$ cat src/rtl/bus_uart_pkg.sv
// rtl/bus_uart_pkg.sv - register map, bit positions and FSM states for the bus UART
package bus_uart_pkg;

  localparam logic [1:0] TXDATA_OFF  = 2'd0;
  localparam logic [1:0] STATUS_OFF  = 2'd1;
  localparam logic [1:0] DIVIDER_OFF = 2'd2;
  localparam logic [1:0] CTRL_OFF    = 2'd3;

  localparam int ST_BUSY      = 0;
  localparam int ST_FULL      = 1;
  localparam int ST_EMPTY     = 2;
  localparam int ST_OVERFLOW  = 3;
  localparam int ST_LEVEL_LSB = 8;

  localparam int CTRL_EMPTY_IE    = 0;
  localparam int CTRL_OVERFLOW_IE = 1;

  typedef enum logic [1:0] {
    IDLE  = 2'd0,
    START = 2'd1,
    DATA  = 2'd2,
    STOP  = 2'd3
  } tx_state_e;

endpackage

$ cat src/rtl/sync_fifo.sv
// rtl/sync_fifo.sv - single-clock FIFO with level output; push into a full FIFO is
// accepted only when a pop happens in the same cycle
module sync_fifo #(
  parameter int WIDTH = 8,
  parameter int DEPTH = 16
) (
  input  logic                   clk,
  input  logic                   reset,
  input  logic                   push,
  input  logic [WIDTH-1:0]       push_data,
  input  logic                   pop,
  output logic [WIDTH-1:0]       pop_data,
  output logic                   full,
  output logic                   empty,
  output logic [$clog2(DEPTH):0] level
);

  localparam int AW = $clog2(DEPTH);
  localparam int LW = $clog2(DEPTH) + 1;

  logic [WIDTH-1:0] mem [DEPTH];
  logic [AW-1:0]    wr_ptr;
  logic [AW-1:0]    rd_ptr;
  logic             do_push;
  logic             do_pop;

  assign do_pop   = pop && !empty;
  assign do_push  = push && (!full || do_pop);
  assign full     = (level == LW'(DEPTH));
  assign empty    = (level == '0);
  assign pop_data = mem[rd_ptr];

  always_ff @(posedge clk) begin
    if (!reset) begin
      wr_ptr <= '0;
      rd_ptr <= '0;
      level  <= '0;
    end else begin
      if (do_push) wr_ptr <= wr_ptr + AW'(1);
      if (do_pop)  rd_ptr <= rd_ptr + AW'(1);
      case ({do_push, do_pop})
        2'b10:   level <= level + LW'(1);
        2'b01:   level <= level - LW'(1);
        default: level <= level;
      endcase
    end
  end

  // Storage is not reset; the pointers alone define what is valid.
  always_ff @(posedge clk) begin
    if (do_push) mem[wr_ptr] <= push_data;
  end

endmodule

$ cat src/rtl/bus_uart_tx.sv
// rtl/bus_uart_tx.sv - memory-mapped 8N1 UART transmitter on the Core data bus;
// UART_TX_IRQ_EN adds the CTRL register and the irq output
module bus_uart_tx
  import bus_uart_pkg::*;
#(
  parameter logic [31:0] BASE_ADDRESS = 32'h8000_0000,
  parameter int          CLK_FREQ     = 25_000_000,
  parameter int          BIT_RATE     = 115200,
  parameter int          FIFO_DEPTH   = 16
) (
  input  logic        clk,
  input  logic        reset,
  input  logic        memory_read,
  input  logic        memory_write,
  input  logic [31:0] address,
  input  logic [31:0] write_data,
  output logic [31:0] read_data,
  output logic        hit,
  output logic        uart_tx
`ifdef UART_TX_IRQ_EN
  ,
  output logic        irq
`endif
);

  localparam int          LW            = $clog2(FIFO_DEPTH) + 1;
  localparam logic [15:0] DIVIDER_RESET = 16'(CLK_FREQ / BIT_RATE - 1);

  logic [1:0]    reg_sel;
  logic          wr_en;
  logic          push_req;
  logic          fifo_pop;
  logic [7:0]    pop_data;
  logic          fifo_full;
  logic          fifo_empty;
  logic [LW-1:0] fifo_level;
  logic          overflow;
  logic          overflow_set;
  logic [15:0]   divider;
  logic          busy;

  tx_state_e     state, state_next;
  logic [15:0]   baud_cnt, baud_cnt_next;
  logic [2:0]    bit_idx, bit_idx_next;
  logic [7:0]    shift, shift_next;
  logic          tx_next;

  logic          unused_bits;
  assign unused_bits = ^{address[1:0], write_data[31:16]};

  assign hit      = (address[31:4] == BASE_ADDRESS[31:4]);
  assign reg_sel  = address[3:2];
  assign wr_en    = hit && memory_write;
  assign push_req = wr_en && (reg_sel == TXDATA_OFF);
  assign busy     = (state != IDLE);

  // A push into a full FIFO is only lost when the serializer is not popping this cycle.
  assign overflow_set = push_req && fifo_full && !fifo_pop;

  sync_fifo #(
    .WIDTH (8),
    .DEPTH (FIFO_DEPTH)
  ) u_tx_fifo (
    .clk       (clk),
    .reset     (reset),
    .push      (push_req),
    .push_data (write_data[7:0]),
    .pop       (fifo_pop),
    .pop_data  (pop_data),
    .full      (fifo_full),
    .empty     (fifo_empty),
    .level     (fifo_level)
  );

  always_ff @(posedge clk) begin
    if (!reset) begin
      overflow <= 1'b0;
      divider  <= DIVIDER_RESET;
    end else begin
      if (overflow_set)
        overflow <= 1'b1;
      else if (wr_en && (reg_sel == STATUS_OFF) && write_data[ST_OVERFLOW])
        overflow <= 1'b0;
      if (wr_en && (reg_sel == DIVIDER_OFF))
        divider <= write_data[15:0];
    end
  end

`ifdef UART_TX_IRQ_EN
  logic [1:0] ctrl;

  always_ff @(posedge clk) begin
    if (!reset) begin
      ctrl <= 2'b00;
      irq  <= 1'b0;
    end else begin
      if (wr_en && (reg_sel == CTRL_OFF))
        ctrl <= write_data[1:0];
      irq <= (ctrl[CTRL_EMPTY_IE] && fifo_empty && !busy) ||
             (ctrl[CTRL_OVERFLOW_IE] && overflow);
    end
  end
`endif

  always_ff @(posedge clk) begin
    if (!reset) begin
      state    <= IDLE;
      baud_cnt <= '0;
      bit_idx  <= '0;
      shift    <= '0;
      uart_tx  <= 1'b1;
    end else begin
      state    <= state_next;
      baud_cnt <= baud_cnt_next;
      bit_idx  <= bit_idx_next;
      shift    <= shift_next;
      uart_tx  <= tx_next;
    end
  end

  // The divider is sampled only at bit reloads, so a mid-frame write never shortens a bit.
  always_comb begin
    state_next    = state;
    baud_cnt_next = baud_cnt;
    bit_idx_next  = bit_idx;
    shift_next    = shift;
    fifo_pop      = 1'b0;
    tx_next       = 1'b1;
    case (state)
      IDLE: begin
        if (!fifo_empty) begin
          fifo_pop      = 1'b1;
          shift_next    = pop_data;
          baud_cnt_next = divider;
          state_next    = START;
        end
      end
      START: begin
        tx_next = 1'b0;
        if (baud_cnt == '0) begin
          baud_cnt_next = divider;
          bit_idx_next  = 3'd0;
          state_next    = DATA;
        end else begin
          baud_cnt_next = baud_cnt - 16'd1;
        end
      end
      DATA: begin
        tx_next = shift[0];
        if (baud_cnt == '0) begin
          baud_cnt_next = divider;
          if (bit_idx == 3'd7) begin
            state_next = STOP;
          end else begin
            bit_idx_next = bit_idx + 3'd1;
            shift_next   = {1'b0, shift[7:1]};
          end
        end else begin
          baud_cnt_next = baud_cnt - 16'd1;
        end
      end
      STOP: begin
        tx_next = 1'b1;
        if (baud_cnt == '0)
          state_next = IDLE;
        else
          baud_cnt_next = baud_cnt - 16'd1;
      end
      default: state_next = IDLE;
    endcase
  end

  always_comb begin
    read_data = 32'h0;
    if (hit && memory_read) begin
      case (reg_sel)
        STATUS_OFF: begin
          read_data[ST_BUSY]                     = busy;
          read_data[ST_FULL]                     = fifo_full;
          read_data[ST_EMPTY]                    = fifo_empty;
          read_data[ST_OVERFLOW]                 = overflow;
          read_data[ST_LEVEL_LSB+7:ST_LEVEL_LSB] = 8'(fifo_level);
        end
        DIVIDER_OFF: read_data[15:0] = divider;
`ifdef UART_TX_IRQ_EN
        CTRL_OFF:    read_data[1:0] = ctrl;
`endif
        default:     read_data = 32'h0;
      endcase
    end
  end

endmodule

$ cat config.mk
export PLATFORM = sky130hd
export DESIGN_NAME = bus_uart_tx
export DESIGN_NICKNAME = d
export VERILOG_FILES = /design/src/rtl/bus_uart_pkg.sv /design/src/rtl/sync_fifo.sv /design/src/rtl/bus_uart_tx.sv
export SDC_FILE = /design/constraint.sdc
export NUM_CORES = 1
export LEC_CHECK = 0
export ABC_CLOCK_PERIOD_IN_PS = 3400
export BUFFER_PORTS_ARGS = -buffer_cell sky130_fd_sc_hd__buf_4
export CAP_MARGIN = 40
export CORE_UTILIZATION = 53
export CTS_CLUSTER_SIZE = 24
export DETAILED_ROUTE_END_ITERATION = 7
export GPL_ROUTABILITY_DRIVEN = 0
export PLACE_DENSITY_LB_ADDON = 0.3
export SLEW_MARGIN = 20
export SYNTH_ARGS = -nofsm -noshare
export SYNTH_HDL_FRONTEND = slang
export SYNTH_SLANG_ARGS = --single-unit
$ cat constraint.sdc
create_clock -name clk -period 3.4 [get_ports clk]
set_input_delay 0.51 -clock clk [delete_from_list [all_inputs] [get_ports clk]]
set_output_delay 0.51 -clock clk [all_outputs]
set_load 0.02 [all_outputs]
# == After elaboration in Yosys (flattened, before gate mapping) ==
# Memory sizes are Yosys's and may differ from the RTL's. A register that Yosys moved wholly into a read port is not among the register bits.
# Index checks and enable logic that the tools add are counted.
# W data, S select, Z words.
# classes
add_sub_neg,6
multipliers,0
div_mod_pow,0
magnitude_cmp,0
n_eq_ne,17
n_shift,0
mux,32
bitwise,0
reduce_logical,28
# op_table
operator,count
$mux W16,4
$pmux W16 S3,1
$pmux W8 S2,2
$eq A28 B28 Y1 const B,1
$mux W8,3
$logic_not A16 Y1,1
$sub A16 B1 Y16 const B,1
$ne A2 B2 Y1 const B,7
$mux W4,3
$logic_and A1 B1 Y1,10
$mux W2,5
$pmux W5 S2,1
$reduce_bool A2 Y1,5
$mux W3,3
$add A4 B1 Y4 const B,2
$eq A2 B2 Y1 const B,4
$pmux W2 S4,1
$pmux W4 S2,1
$reduce_and A4 Y1,2
$eq A2 B1 Y1 const B,3
$mux W1,6
$pmux W3 S2,1
$add A5 B1 Y5 const B,1
$eq A5 B5 Y1 const B,1
11 further kinds,14
# word_totals
regBits,60
latchBits,0
ramBits,128
rom_bits,0
in_bits,68
output_inout_bits,34
wordCells,94
mem_count,1
# memory_table
name,words,word_bits,read_ports,rd_ports_with_merged_regs,wr,line,rtl
u_tx_fifo.mem,16,8,1,1,1,sync_fifo.sv:21,logic [WIDTH-1:0] mem [DEPTH];

# == Depth between registers and ports, before layout ==
# Gate-level depths: netlist (run 1).
# logic_depth
word_depth,8
ltp_mapped,15
ltp_nobuf,14

# == Hierarchy ==
# A second synthesis (run 1) with hierarchy kept.
# unflattened
hier_cells,673
area_unflattened_um2,8931.1
# modules_own_cells
module,n_inst,cells_per_inst,area_per_inst_um2,seq_area_each_um2
sync_fifo,1,323,5895.7,4184.0
bus_uart_tx,1,350,3035.4,940.9

# == Least setup slack after synthesis (run 1) ==
# No wires, ideal clock.
# synth_timing
path_kind,input to register
start,input port address[13]
end,register u_tx_fifo.level[4]
setup_ps,71
t_arrival_ps,3386
required_ps,3329
slack_ps,-57
stages,13
n_path_buf,1
cell_sequence,nor4b_1 -> nand4_1 -> nor4_2 -> inv_1 -> ha_1 -> clkbuf_1 -> xor2_1 -> ha_1 -> a21oi_1 -> a311o_1 -> a31oi_1 -> or3_1 -> a21oi_1
# synth_between
elab_chain_len,6
word_cells_on_any_way,8
cone_classes,eq/ne (3); mux (1); reduce/logical (4)
# synth_rtl
item,line,rtl
start: declaration,bus_uart_tx.sv:15,"input logic [31:0] address,"
$eq A28 B28 Y1 *,bus_uart_tx.sv:51,assign hit = (address[31:4] == BASE_ADDRESS[31:4]);
$logic_and A1 B1 Y1 *,bus_uart_tx.sv:53,assign wr_en = hit && memory_write;
$logic_and A1 B1 Y1 *,bus_uart_tx.sv:54,assign push_req = wr_en && (reg_sel == TXDATA_OFF);
$logic_and A1 B1 Y1 *,sync_fifo.sv:28,assign do_push = push && (!full || do_pop);
$eq A2 B1 Y1 or $eq A2 B2 Y1 (tied branches),sync_fifo.sv:41,"case ({do_push, do_pop})"
$pmux W5 S2 or $reduce_bool A2 Y1 (tied branches),n/a,
end signal: assignment,sync_fifo.sv:42,2'b10: level <= level + LW'(1);
end signal: assignment,sync_fifo.sv:43,2'b01: level <= level - LW'(1);
end signal: assignment,sync_fifo.sv:44,default: level <= level;
end: declaration,sync_fifo.sv:15,output logic [$clog2(DEPTH):0] level
# Mark *: on every way between the ends. The rest lies on a longest branch, timed or not.
# A chain may end at the register's enable or synchronous reset.

# == Worst setup path after layout (run 1) ==
# layout_timing
start,register u_tx_fifo.level[0]
end,register u_tx_fifo.level[4]
# layout_between
elab_chain_len,8
word_cells_on_any_way,15
cone_classes,add/sub (2); eq/ne (3); mux (3); reduce/logical (7)
# layout_rtl
item,line,rtl
$logic_not A5 Y1 *,sync_fifo.sv:30,assign empty = (level == '0);
$mux W1,bus_uart_tx.sv:131,if (!fifo_empty) begin
$mux W1,bus_uart_tx.sv:129,case (state)
$logic_and A1 B1 Y1 *,sync_fifo.sv:27,assign do_pop = pop && !empty;
via u_tx_fifo.do_pop,sync_fifo.sv:25,logic do_pop;
$logic_or A1 B1 Y1,sync_fifo.sv:28,
$logic_and A1 B1 Y1,sync_fifo.sv:28,
$eq A2 B1 Y1 or $eq A2 B2 Y1 (tied branches),sync_fifo.sv:41,
$pmux W5 S2 or $reduce_bool A2 Y1 (tied branches),n/a,
# Mark *: on every way through the listed nets, which the timed path passes. The rest lies on a longest branch.

==> results of run 1 <==
cell type report:
| class | count | area (um^2) |
|---|---|---|
| clock buffers | 18 | 429 |
| clock inverters | 14 | 133 |
| fillers | 1230 | 5880 |
| inverters | 20 | 75.1 |
| multi-input cells | 430 | 3310 |
| flip-flops and latches | 192 | 5130 |
| well taps | 216 | 270 |
| repair buffers | 98 | 776 |
power by group through the flow:
stage                     Combinational, mW  Clock [mW]  Sequential (mW)
final                                 0.116        1.87             2.48
after global placement                0.110           0             2.53
after CTS                             0.115        1.89             2.48
after global routing                  0.125        1.98             2.48
after floorplan                      0.0511           0             2.54
after detailed placement              0.115           0             2.53
worst max-delay path: stages (launching register included):
cell and delay (ns):
dfxtp_1 0.37, or4_1 0.56, buf_4 0.18, o21a_1 0.25
ha_1 0.34, xor2_1 0.18, ha_1 0.19, a21oi_1 0.25
a311o_1 0.21, a31oi_1 0.05, or3_1 0.32, a21oi_1 0.13
kinds of logic (layout without fill, tap and decap cells):
kind of cell    count (synthesis)  count (layout)  share of synthesized area
buf+inv                        70             150                     0.0425
mux                            68              68                      0.125
compound gates                127             127                     0.0947
fa+ha+maj                      19              19                     0.0272
other cells                     1              16                   0.000429
xor+xnor                       13              13                     0.0130
simple gates                  187             187                      0.111
flops                         192             192                      0.586
flip-flops by register name, indices dropped and copies added (netlist names), named ones only:
name,flops
shift,8
u_tx_fifo.mem,128
divider,16
u_tx_fifo.rd_ptr,4
u_tx_fifo.wr_ptr,4
uart_tx,1
baud_cnt,16
state,2
u_tx_fifo.level,5
overflow,1
bit_idx,3
metrics by stage:
step	setup WS, ns	cells	power (mW)	cell area (um^2)
global route	0.101	988	4.59	10100
floorplan	0.0883	692	2.59	8810
detailed placement	0.0733	955	2.65	9530
CTS	0.315	987	4.49	10100
global placement	0.240	954	2.65	9520
finish	0.310	988	4.47	10100
cells in the mapped netlist, drive strengths merged (2+ instances only):
library cell  count  area, um^2
nor4b             3        32.5
mux2              7        78.8
nand3             4        20.0
a22o              7        61.3
a211o             4        35.0
nor2             63         236
o31ai             4        30.0
xnor2             7        61.3
mux2i            29         290
buf              31         225
nor3             15        75.1
mux4             32         721
nand4             6        37.5
and3              6        37.5
clkbuf           19        71.3
nand2            40         150
or3               7        48.8
a22oi            13        97.6
nor2b             3        18.8
ha               19         238
and2             11        68.8
a31oi             5        31.3
o21ai            21         109
or4               3        26.3
dfxtp            64        1280
o22ai            15        93.8
a32oi             2        17.5
o21bai            2        15.0
inv              20        75.1
nor4             13         124
and3b             2        17.5
a221oi            3        32.5
nand2b            7        43.8
edfxtp          128        3840
a21oi            39         199
a21o              3        22.5
xor2              6        52.6
cell usage in the layout, fill, tap and decap left out, types with 9 or more instances in the layout:
cell type | synthesis | final
o21ai_0 | 20 | 20
ha_1 | 19 | 19
mux4_2 | 32 | 32
dfxtp_1 | 64 | 63
inv_1 | 20 | 20
clkbuf_16 | 0 | 17
edfxtp_1 | 128 | 128
o22ai_1 | 15 | 15
conb_1 | 1 | 16
a21oi_1 | 38 | 38
nand2_1 | 40 | 40
nor3_1 | 15 | 15
nor4_1 | 9 | 9
nor2_1 | 63 | 63
and2_1 | 11 | 11
mux2i_1 | 29 | 29
buf_4 | 19 | 95
a22oi_1 | 13 | 13
metal layers:
layer  global-route usage  up-vias  part of all wire
li1                     -     2712                 -
met1                0.336     3010              0.43
met2                0.396      258              0.48
met3               0.0387       29             0.066
met4               0.0947        0             0.020
met5                    0        -                 0
final timing paths:
kind | to | start | slack (ns) | cells after the start
max reg2reg | u_tx_fifo.level[4]$_SDFFE_PN0P_ | u_tx_fifo.level[0]$_SDFFE_PN0P_ | 0.31 | 11
min reg2reg | shift[7]$_SDFFE_PN0P_ | shift[7]$_SDFFE_PN0P_ | 0.49 | 1
min | divider[13]$_SDFFE_PN0P_ | write_data[13] | 0.31 | 3
max | u_tx_fifo.level[4]$_SDFFE_PN0P_ | u_tx_fifo.level[0]$_SDFFE_PN0P_ | 0.31 | 11
==> summary.txt, run 1 <==
Main synth FF type - edfxtp_1
DP HPWL - 13.3 mm
Pwr Density - 442 mW/mm^2
Yosys cell types - 62
DRT iter0 DRCs - 582
crit path kind - reg -> reg
first-pass GRT wire length - 30.6 mm
DRC violations left - 0
netlist area before placement - 0.00874 mm^2
Final setup viols - 0
final wirelength - 19.6 mm
Worst-Skew Late Latency - 0.43 ns
YS warnings - 0
chip height - 130 um
fin crit period - 3.09 ns
Worst Tran Pin Value - 0.652 ns
crit path capture type - flip-flop
# IOs - 102
root buf cell - clkbuf_16
WP data arrival - 3.45 ns
CTS tree - yes
CORE AREA - 0.0160 mm^2
Max H-tree Level - 4
Post CTS Setup Buffer Count - 0
nets@finish - 846
Tcrit/Tclk final - 0.909
Post-Syn Instances - 677
Sink Count - 192
die width - 130 um
Area growth syn-to-layout - 15.8%
Sequential Power Share - 0.555
Finished Core Util - 0.633
cts bufs inserted - 17
via/cell ratio - 6.08
vias in the first global route - 5833
initial antenna violation count - 0
post-cts resize count - 0
largest net degree at the start of global routing - 28
Data required, critical path - 3.76 ns
via count - 6009
Initial DRT Pass Iterations - 5
# diodes - 0
crit-path max FO - 9
type of the worst min-delay path - in -> reg
Overall Global Routing Usage - 0.245
Reg clk slew, reported paths - 0.07 ns
EDFF count, synth - 128
skew final - 0.00975 ns
routed len/inst - 19.8 um
CTS Hold Buffers Added - 0
P_sw - 0.983 mW
Hold Vio Cnt, Final - 0
CTS max path bufs - 2
Highest Clock Rate - 324 MHz
max_cap viols - 0
Slew headroom - 0.561
type of origin of the critical path - flip-flop
status - completed
Avg Cell Area, Syn - 12.9 um^2
RSZ-0062 raised after global routing - no
Leak - 3.57 nW
combinational power share - 0.026
Post-DRT Antenna Nets - 0
Die ar. - 0.0170 mm^2
Synth Register Bits - 192
Seq/Total Area, Yosys - 0.586
Sw Share - 0.220
clock power share - 0.419
GRT overflow - 0
effective utilization at floorplan - 0.547
row count - 46
IO buf count - 67
Async S/R FF share, synth - 0
Slew Viols, Final - 0
setup_tns - 0 ns
Peak VDD IR - 0.364 mV
P_int - 3.49 mW
share of post-route cells with drive strength above 1 - 0.232
WHS - 0.311 ns
Note: power is estimated with default switching activity, not from simulation.
==> run 2, diff against run 1 <==
--- a/config.mk
+++ b/config.mk
@@ -8,12 +8,13 @@
 export ABC_CLOCK_PERIOD_IN_PS = 3400
 export BUFFER_PORTS_ARGS = -buffer_cell sky130_fd_sc_hd__buf_4
 export CAP_MARGIN = 40
-export CORE_UTILIZATION = 53
+export CORE_UTILIZATION = 45
 export CTS_CLUSTER_SIZE = 24
 export DETAILED_ROUTE_END_ITERATION = 7
 export GPL_ROUTABILITY_DRIVEN = 0
-export PLACE_DENSITY_LB_ADDON = 0.3
+export PLACE_DENSITY = 0.68
 export SLEW_MARGIN = 20
 export SYNTH_ARGS = -nofsm -noshare
 export SYNTH_HDL_FRONTEND = slang
+export SYNTH_HIERARCHICAL = 1
 export SYNTH_SLANG_ARGS = --single-unit
==> summary.txt, run 2 <==
Initial DRT Pass Iterations - 5 (unchanged)
commonest non-fill, non-tap cell in the layout - edfxtp_1 (unchanged)
Top reg by flops - u_tx_fifo/mem (was u_tx_fifo.mem)
setup_tns - 0 ns (unchanged)
YS warnings - 6 (was 0)
DRC violations left - 0 (unchanged)
row count - 51 (was 46)
top cells by area, synth - edfxtp_1 (43%), dfxtp_1 (14%), mux4_2 (8.1%) (was edfxtp_1 (44%), dfxtp_1 (15%), mux4_2 (8.2%))
routed len/inst - 19.4 um (was 19.8 um)
Highest Clock Rate - 326 MHz (was 324 MHz)
Seq/Total Area, Yosys - 0.574 (was 0.586)
pre-CTS setup slack - 0.308 ns (was 0.0733 ns)
Setup WS post-layout - 0.334 ns (was 0.310 ns)
Data required, critical path - 3.77 ns (was 3.76 ns)
Reg clk slew, reported paths - 0.07 ns (about the same)
Final setup viols - 0 (unchanged)
cell accounting for the most synthesized area - edfxtp_1 (unchanged)
most frequent cell after synthesis - edfxtp_1 (unchanged)
Worst Tran Pin Value - 0.761 ns (was 0.652 ns)
status - completed (unchanged)
type of the worst min-delay path - in -> reg (unchanged)
Main synth FF type - edfxtp_1 (unchanged)
Worst-Skew Late Latency - 0.44 ns (was 0.43 ns)
top cells by count, synth - edfxtp_1 (128), dfxtp_1 (64), nor2_1 (43) (was edfxtp_1 (128), dfxtp_1 (64), nor2_1 (63))
DRT iter0 DRCs - 347 (was 582)
max_cap viols - 0 (unchanged)
most frequent cells in the layout - edfxtp_1 (128), buf_4 (80), dfxtp_1 (63) (was edfxtp_1 (128), buf_4 (95), nor2_1 (63), dfxtp_1 (63), nand2_1 (40))
Leak - 3.54 nW (was 3.57 nW)
first-pass GRT wire length - 31.0 mm (was 30.6 mm)
nets@finish - 821 (was 846)
Pwr Density - 585 mW/mm^2 (was 442 mW/mm^2)
final instance area - 0.0102 mm^2 (was 0.0101 mm^2)
root buf cell - clkbuf_16 (unchanged)
Post CTS Setup Buffer Count - 0 (unchanged)
CP cell instances - or4_4 > nor2_1 > nor2_1 > nor2b_1 > o21ai_4 > inv_2 > ha_1 > nand2b_1 > a21oi_1 > or4_1 > nand4_1 (was or4_1 > buf_4 > o21a_1 > ha_1 > xor2_1 > ha_1 > a21oi_1 > a311o_1 > a31oi_1 > or3_1 > a21oi_1)
GRT overflow - 0 (unchanged)
EDFF count, synth - 128 (unchanged)
initial antenna violation count - 0 (unchanged)
crit-path max cell delay - 0.65 ns (was 0.56 ns)
Sink Count - 192 (unchanged)
Die ar. - 0.0204 mm^2 (was 0.0170 mm^2)
Worst Path Buf+Inv - 1 (unchanged)
Top cell by count, worst path - nor2_1
RSZ-0062 raised after global routing - no (unchanged)
FF+latch area - 0.00513 mm^2 (unchanged)
Multi-input gate area - 0.00347 mm^2 (was 0.00331 mm^2)
# diodes - 0 (unchanged)
Slowest-stage cell, CP - or4_4 (was or4_1)
Max H-tree Level - 4 (unchanged)
Slew headroom - 0.493 (was 0.561)
Async S/R FF share, synth - 0 (unchanged)
largest net degree at the start of global routing - 55 (was 28)
Hold Vio Cnt, Final - 0 (unchanged)
DP HPWL - 13.6 mm (was 13.3 mm)
CTS tree - yes (unchanged)
Tcrit/Tclk final - 0.902 (was 0.909)
via count - 5829 (was 6009)
crit-path max FO - 8 (was 9)
Yosys cell types - 72 (was 62)
cts bufs inserted - 17 (unchanged)
WP data arrival - 3.44 ns (was 3.45 ns)
CTS Hold Buffers Added - 0 (unchanged)
Regs by FF count - u_tx_fifo/mem x128, baud_cnt x16, divider x16 (was u_tx_fifo.mem x128, baud_cnt x16, divider x16)
via/cell ratio - 5.77 (was 6.08)
skew final - 0.0132 ns (was 0.00975 ns)
crit path kind - reg -> reg (unchanged)
# IOs - 102 (unchanged)
R2R Setup Slk - 0.33 ns (was 0.31 ns)
netlist area before placement - 0.00893 mm^2 (was 0.00874 mm^2)
fin crit period - 3.07 ns (was 3.09 ns)
placed inst area - 0.00961 mm^2 (was 0.00953 mm^2)
share of post-route cells with drive strength above 1 - 0.229 (was 0.232)
Yosys top cell area share - 0.430 (was 0.440)
CTS max path bufs - 2 (unchanged)
CORE AREA - 0.0195 mm^2 (was 0.0160 mm^2)
Post-Syn Instances - 673 (was 677)
effective utilization at floorplan - 0.459 (was 0.547)
post-cts resize count - 0 (unchanged)
Overall Global Routing Usage - 0.205 (was 0.245)
Peak VDD IR - 0.460 mV (was 0.364 mV)
Slew Viols, Final - 0 (unchanged)
Avg Cell Area, Syn - 13.3 um^2 (was 12.9 um^2)
Area growth syn-to-layout - 13.9% (was 15.8%)
chip height - 143 um (was 130 um)
type of origin of the critical path - flip-flop (unchanged)
IO buf count - 67 (unchanged)
final wirelength - 19.7 mm (was 19.6 mm)
fillers - 1607 (was 1230)
vias in the first global route - 5655 (was 5833)
max reg flops - 128 (unchanged)
Synth Register Bits - 192 (unchanged)
critical path's top delay family - simple AND/OR/NAND/NOR gates (was compound AO/OA/AOI/OAI gates)
die width - 143 um (was 130 um)
Post-DRT Antenna Nets - 0 (unchanged)
crit path capture type - flip-flop (unchanged)
## run 2: final timing paths
path / to / start / cells past startpoint
setup reg to reg: u_tx_fifo/level[4]$_SDFFE_PN0P_ / u_tx_fifo/level[0]$_SDFFE_PN0P_ / 11
setup / recovery: u_tx_fifo/level[4]$_SDFFE_PN0P_ / u_tx_fifo/level[0]$_SDFFE_PN0P_ / 11
hold reg to reg: bit_idx[2]$_SDFFE_PN0P_ / bit_idx[2]$_SDFFE_PN0P_ / 2
hold / removal: divider[13]$_SDFFE_PN0P_ / write_data[13] / 3
## run 2: per-stage QoR
stage / cells / utilization / hold slack (ns) / total power, mW
2_1_floorplan: 688 / - / 0.436 / 3.76
4_1_cts: 1011 / 0.523 / 0.295 / 5.97
6_report: 1011 / 0.523 / 0.313 / 5.96
3_3_place_gp: 979 / 0.494 / 0.443 / 4.02
3_5_place_dp: 979 / 0.494 / 0.464 / 4.07
5_1_grt: 1011 / 0.523 / 0.321 / 6.23
## run 2: worst min-delay path, stage by stage
cell and delay [ns]:
buf_4 0.08, mux2i_1 0.05, nor2_1 0.07
## run 2: layout make-up
type / instances / share of cell area
Timing Repair Buffer: 80 / 0.0590
Multi-Input combinational cell: 420 / 0.341
Tap cell: 265 / 0.0326
Sequential cell: 192 / 0.504
Clock buffer: 17 / 0.0418
Clock inverter: 15 / 0.0139
Inverter: 22 / 0.00812
## run 2: report_power, final
group	leakage (nW)	internal (mW)	total (mW)	switching, mW
registers	1.67	2.57	2.66	0.0923
logic	1.60	0.540	1.39	0.846
clock network	0.273	0.972	1.91	0.937
total	3.54	4.08	5.96	1.88
## run 2: kinds of logic (layout without fill, tap and decap cells)
group	Yosys count	in the layout	share of synthesized area
other	1	16	0.000420
adder cells (fa/ha/maj)	20	20	0.0289
flip-flops	192	192	0.574
AO/OA/AOI/OAI	125	125	0.110
buffers and inverters	76	134	0.0441
multiplexers	60	60	0.112
XOR/XNOR	4	4	0.00392
AND/OR/NAND/NOR	195	195	0.127
## run 2: per-layer routing
metal / routed length (um) / GRT usage / vias to the layer above
met4: 312 / 0.0707 / 0
met5: 0 / 0 / -
met2: 9960 / 0.339 / 201
met3: 1090 / 0.0366 / 28
met1: 8300 / 0.273 / 2916
li1: - / - / 2684
==> run 3, diff against run 2 <==
==> constraint.sdc (replaced) <==
create_clock -name clk -period 3.4 [get_ports clk]
set_input_delay 0 -clock clk [delete_from_list [all_inputs] [get_ports clk]]
set_output_delay 0 -clock clk [all_outputs]
set_load 0.02 [all_outputs]
==> summary.txt, run 3 (same netlist as run 2, synthesis figures left out) <==
post-cts resize count - 0 (unchanged)
CTS tree - yes (unchanged)
setup_tns - 0 ns (unchanged)
most frequent cells in the layout - edfxtp_1 (128), buf_4 (76), dfxtp_1 (63) (was edfxtp_1 (128), buf_4 (80), dfxtp_1 (63))
Reg clk slew, reported paths - 0.07 ns (about the same)
DRC violations left - 0 (unchanged)
Peak VDD IR - 0.481 mV (was 0.460 mV)
Regs by FF count - u_tx_fifo/mem x128, baud_cnt x16, divider x16 (unchanged)
type of origin of the critical path - flip-flop (unchanged)
Data required, critical path - 3.78 ns (was 3.77 ns)
Top reg by flops - u_tx_fifo/mem (unchanged)
max_cap viols - 0 (unchanged)
chip height - 143 um (unchanged)
Leak - 3.62 nW (was 3.54 nW)
first-pass GRT wire length - 30.6 mm (was 31.0 mm)
routed len/inst - 19.3 um (was 19.4 um)
Worst-Skew Late Latency - 0.44 ns (about the same)
Sequential Power Share - 0.438 (was 0.447)
Hold Vio Cnt, Final - 0 (unchanged)
Post-DRT Antenna Nets - 0 (unchanged)
row count - 51 (unchanged)
CTS max path bufs - 2 (unchanged)
fin crit period - 3.02 ns (was 3.07 ns)
Final setup viols - 0 (unchanged)
Overall Global Routing Usage - 0.201 (was 0.205)
crit path kind - reg -> reg (unchanged)
root buf cell - clkbuf_16 (unchanged)
die width - 143 um (unchanged)
CORE AREA - 0.0195 mm^2 (unchanged)
Slew Viols, Final - 0 (unchanged)
Area growth syn-to-layout - 16.1% (was 13.9%)
largest net degree at the start of global routing - 56 (was 55)
Tcrit/Tclk final - 0.888 (was 0.902)
# IOs - 102 (unchanged)
commonest non-fill, non-tap cell in the layout - edfxtp_1 (unchanged)
cts bufs inserted - 17 (unchanged)
IO buf count - 67 (unchanged)
crit path capture type - flip-flop (unchanged)
skew final - 0.0102 ns (was 0.0132 ns)
Max H-tree Level - 4 (unchanged)
Sink Count - 192 (unchanged)
Worst Tran Pin Value - 0.747 ns (was 0.761 ns)
GRT overflow - 0 (unchanged)
share of post-route cells with drive strength above 1 - 0.222 (was 0.229)
status - completed (unchanged)
Die ar. - 0.0204 mm^2 (unchanged)
vias in the first global route - 5650 (was 5655)
P_int - 4.24 mW (was 4.08 mW)
DRT iter0 DRCs - 588 (was 347)
Slew headroom - 0.502 (was 0.493)
final cell count without fillers - 1025 (was 1011)
combinational power share - 0.230 (was 0.233)
placed inst area - 0.00960 mm^2 (was 0.00961 mm^2)
clock power share - 0.332 (was 0.321)
# diodes - 0 (unchanged)
initial antenna violation count - 0 (unchanged)
Initial DRT Pass Iterations - 6 (was 5)
P_sw - 1.86 mW (was 1.88 mW)
Sw Share - 0.305 (was 0.315)
RSZ-0062 raised after global routing - no (unchanged)
type of the worst min-delay path - in -> reg (unchanged)
via/cell ratio - 5.74 (was 5.77)
max reg flops - 128 (unchanged)
nets@finish - 835 (was 821)
dpl cells - 976 (was 979)
DP HPWL - 13.2 mm (was 13.6 mm)
Pwr Density - 587 mW/mm^2 (was 585 mW/mm^2)
crit-path max FO - 8 (unchanged)
fillers - 1597 (was 1607)
final instance area - 0.0104 mm^2 (was 0.0102 mm^2)
Highest Clock Rate - 331 MHz (was 326 MHz)
final wirelength - 19.8 mm (was 19.7 mm)
effective utilization at floorplan - 0.459 (unchanged)
via count - 5879 (was 5829)
WP data arrival - 3.40 ns (was 3.44 ns)
-- run 3: cell count changes in the layout (fill, tap and decap cells not counted), sizes merged --
cell         change
dlygate4sd3     +17
buf              -3
clkinv           +1
inv              -3
bufinv           +2
-- run 3: what timing repair did --
action | in CTS | in global routing
setup buffers | 0 | 0
setup endpoints to repair | 0 | 0
hold endpoints to repair | 142 | 0
hold buffers | 17 | 0
-- run 3: layer usage --
metal	up-vias	track usage	part of all wire
met1	2969	0.268	0.43
met4	0	0.0549	0.011
li1	2714	-	-
met3	21	0.0345	0.050
met5	-	0	0
met2	175	0.339	0.51
-- run 3: final timing paths --
| path | startpoint | to | slack, ns | depth (start not counted) |
|---|---|---|---|---|
| worst max-delay path | u_tx_fifo/level[3]$_SDFFE_PN0P_ | u_tx_fifo/level[4]$_SDFFE_PN0P_ | 0.38 | 11 |
| worst min-delay path | memory_write | overflow$_SDFFE_PN0P_ | 0.04 | 4 |
| worst max register to register | u_tx_fifo/level[3]$_SDFFE_PN0P_ | u_tx_fifo/level[4]$_SDFFE_PN0P_ | 0.38 | 11 |
| worst min register to register | bit_idx[2]$_SDFFE_PN0P_ | bit_idx[2]$_SDFFE_PN0P_ | 0.46 | 2 |
-- run 3: per-stage QoR --
stage          hold WS, ns  power [mW]  worst slack (ns)   util
2_1_floorplan       0.0989        3.76             0.544      -
3_3_place_gp         0.234        4.03             0.590  0.493
3_5_place_dp         0.246        4.07             0.450  0.493
4_1_cts             0.0298        6.10             0.408  0.533
5_1_grt             0.0687        6.35             0.180  0.533
6_report            0.0362        6.09             0.379  0.533
-- run 3: power groups by stage --
| stage | logic (mW) | clock network, mW | registers (mW) |
|---|---|---|---|
| floorplan | 1.08 | 0 | 2.68 |
| global placement | 1.32 | 0 | 2.71 |
| detailed placement | 1.36 | 0 | 2.71 |
| CTS | 1.38 | 2.06 | 2.67 |
| global route | 1.53 | 2.13 | 2.68 |
| finish | 1.40 | 2.02 | 2.67 |
-- run 3: worst max-delay path: stages, from the launching register on --
cell	delay (ns)
dfxtp_1	0.36
or4_4	0.65
nor2_1	0.27
nor2_1	0.10
nor2b_1	0.17
o21ai_4	0.08
inv_2	0.09
ha_1	0.34
nand2b_1	0.12
a21oi_1	0.14
or4_1	0.53
nand4_1	0.10
-- run 3: final cells by class --
cell class / instances / area, um^2 / share of cell area
Clock buffer: 17 / 425 / 0.0410
Timing Repair Buffer: 94 / 761 / 0.0734
Inverter: 22 / 82.6 / 0.00796
Tap cell: 265 / 332 / 0.0320
Sequential cell: 192 / 5130 / 0.494
Clock inverter: 15 / 175 / 0.0169
Multi-Input combinational cell: 420 / 3470 / 0.334
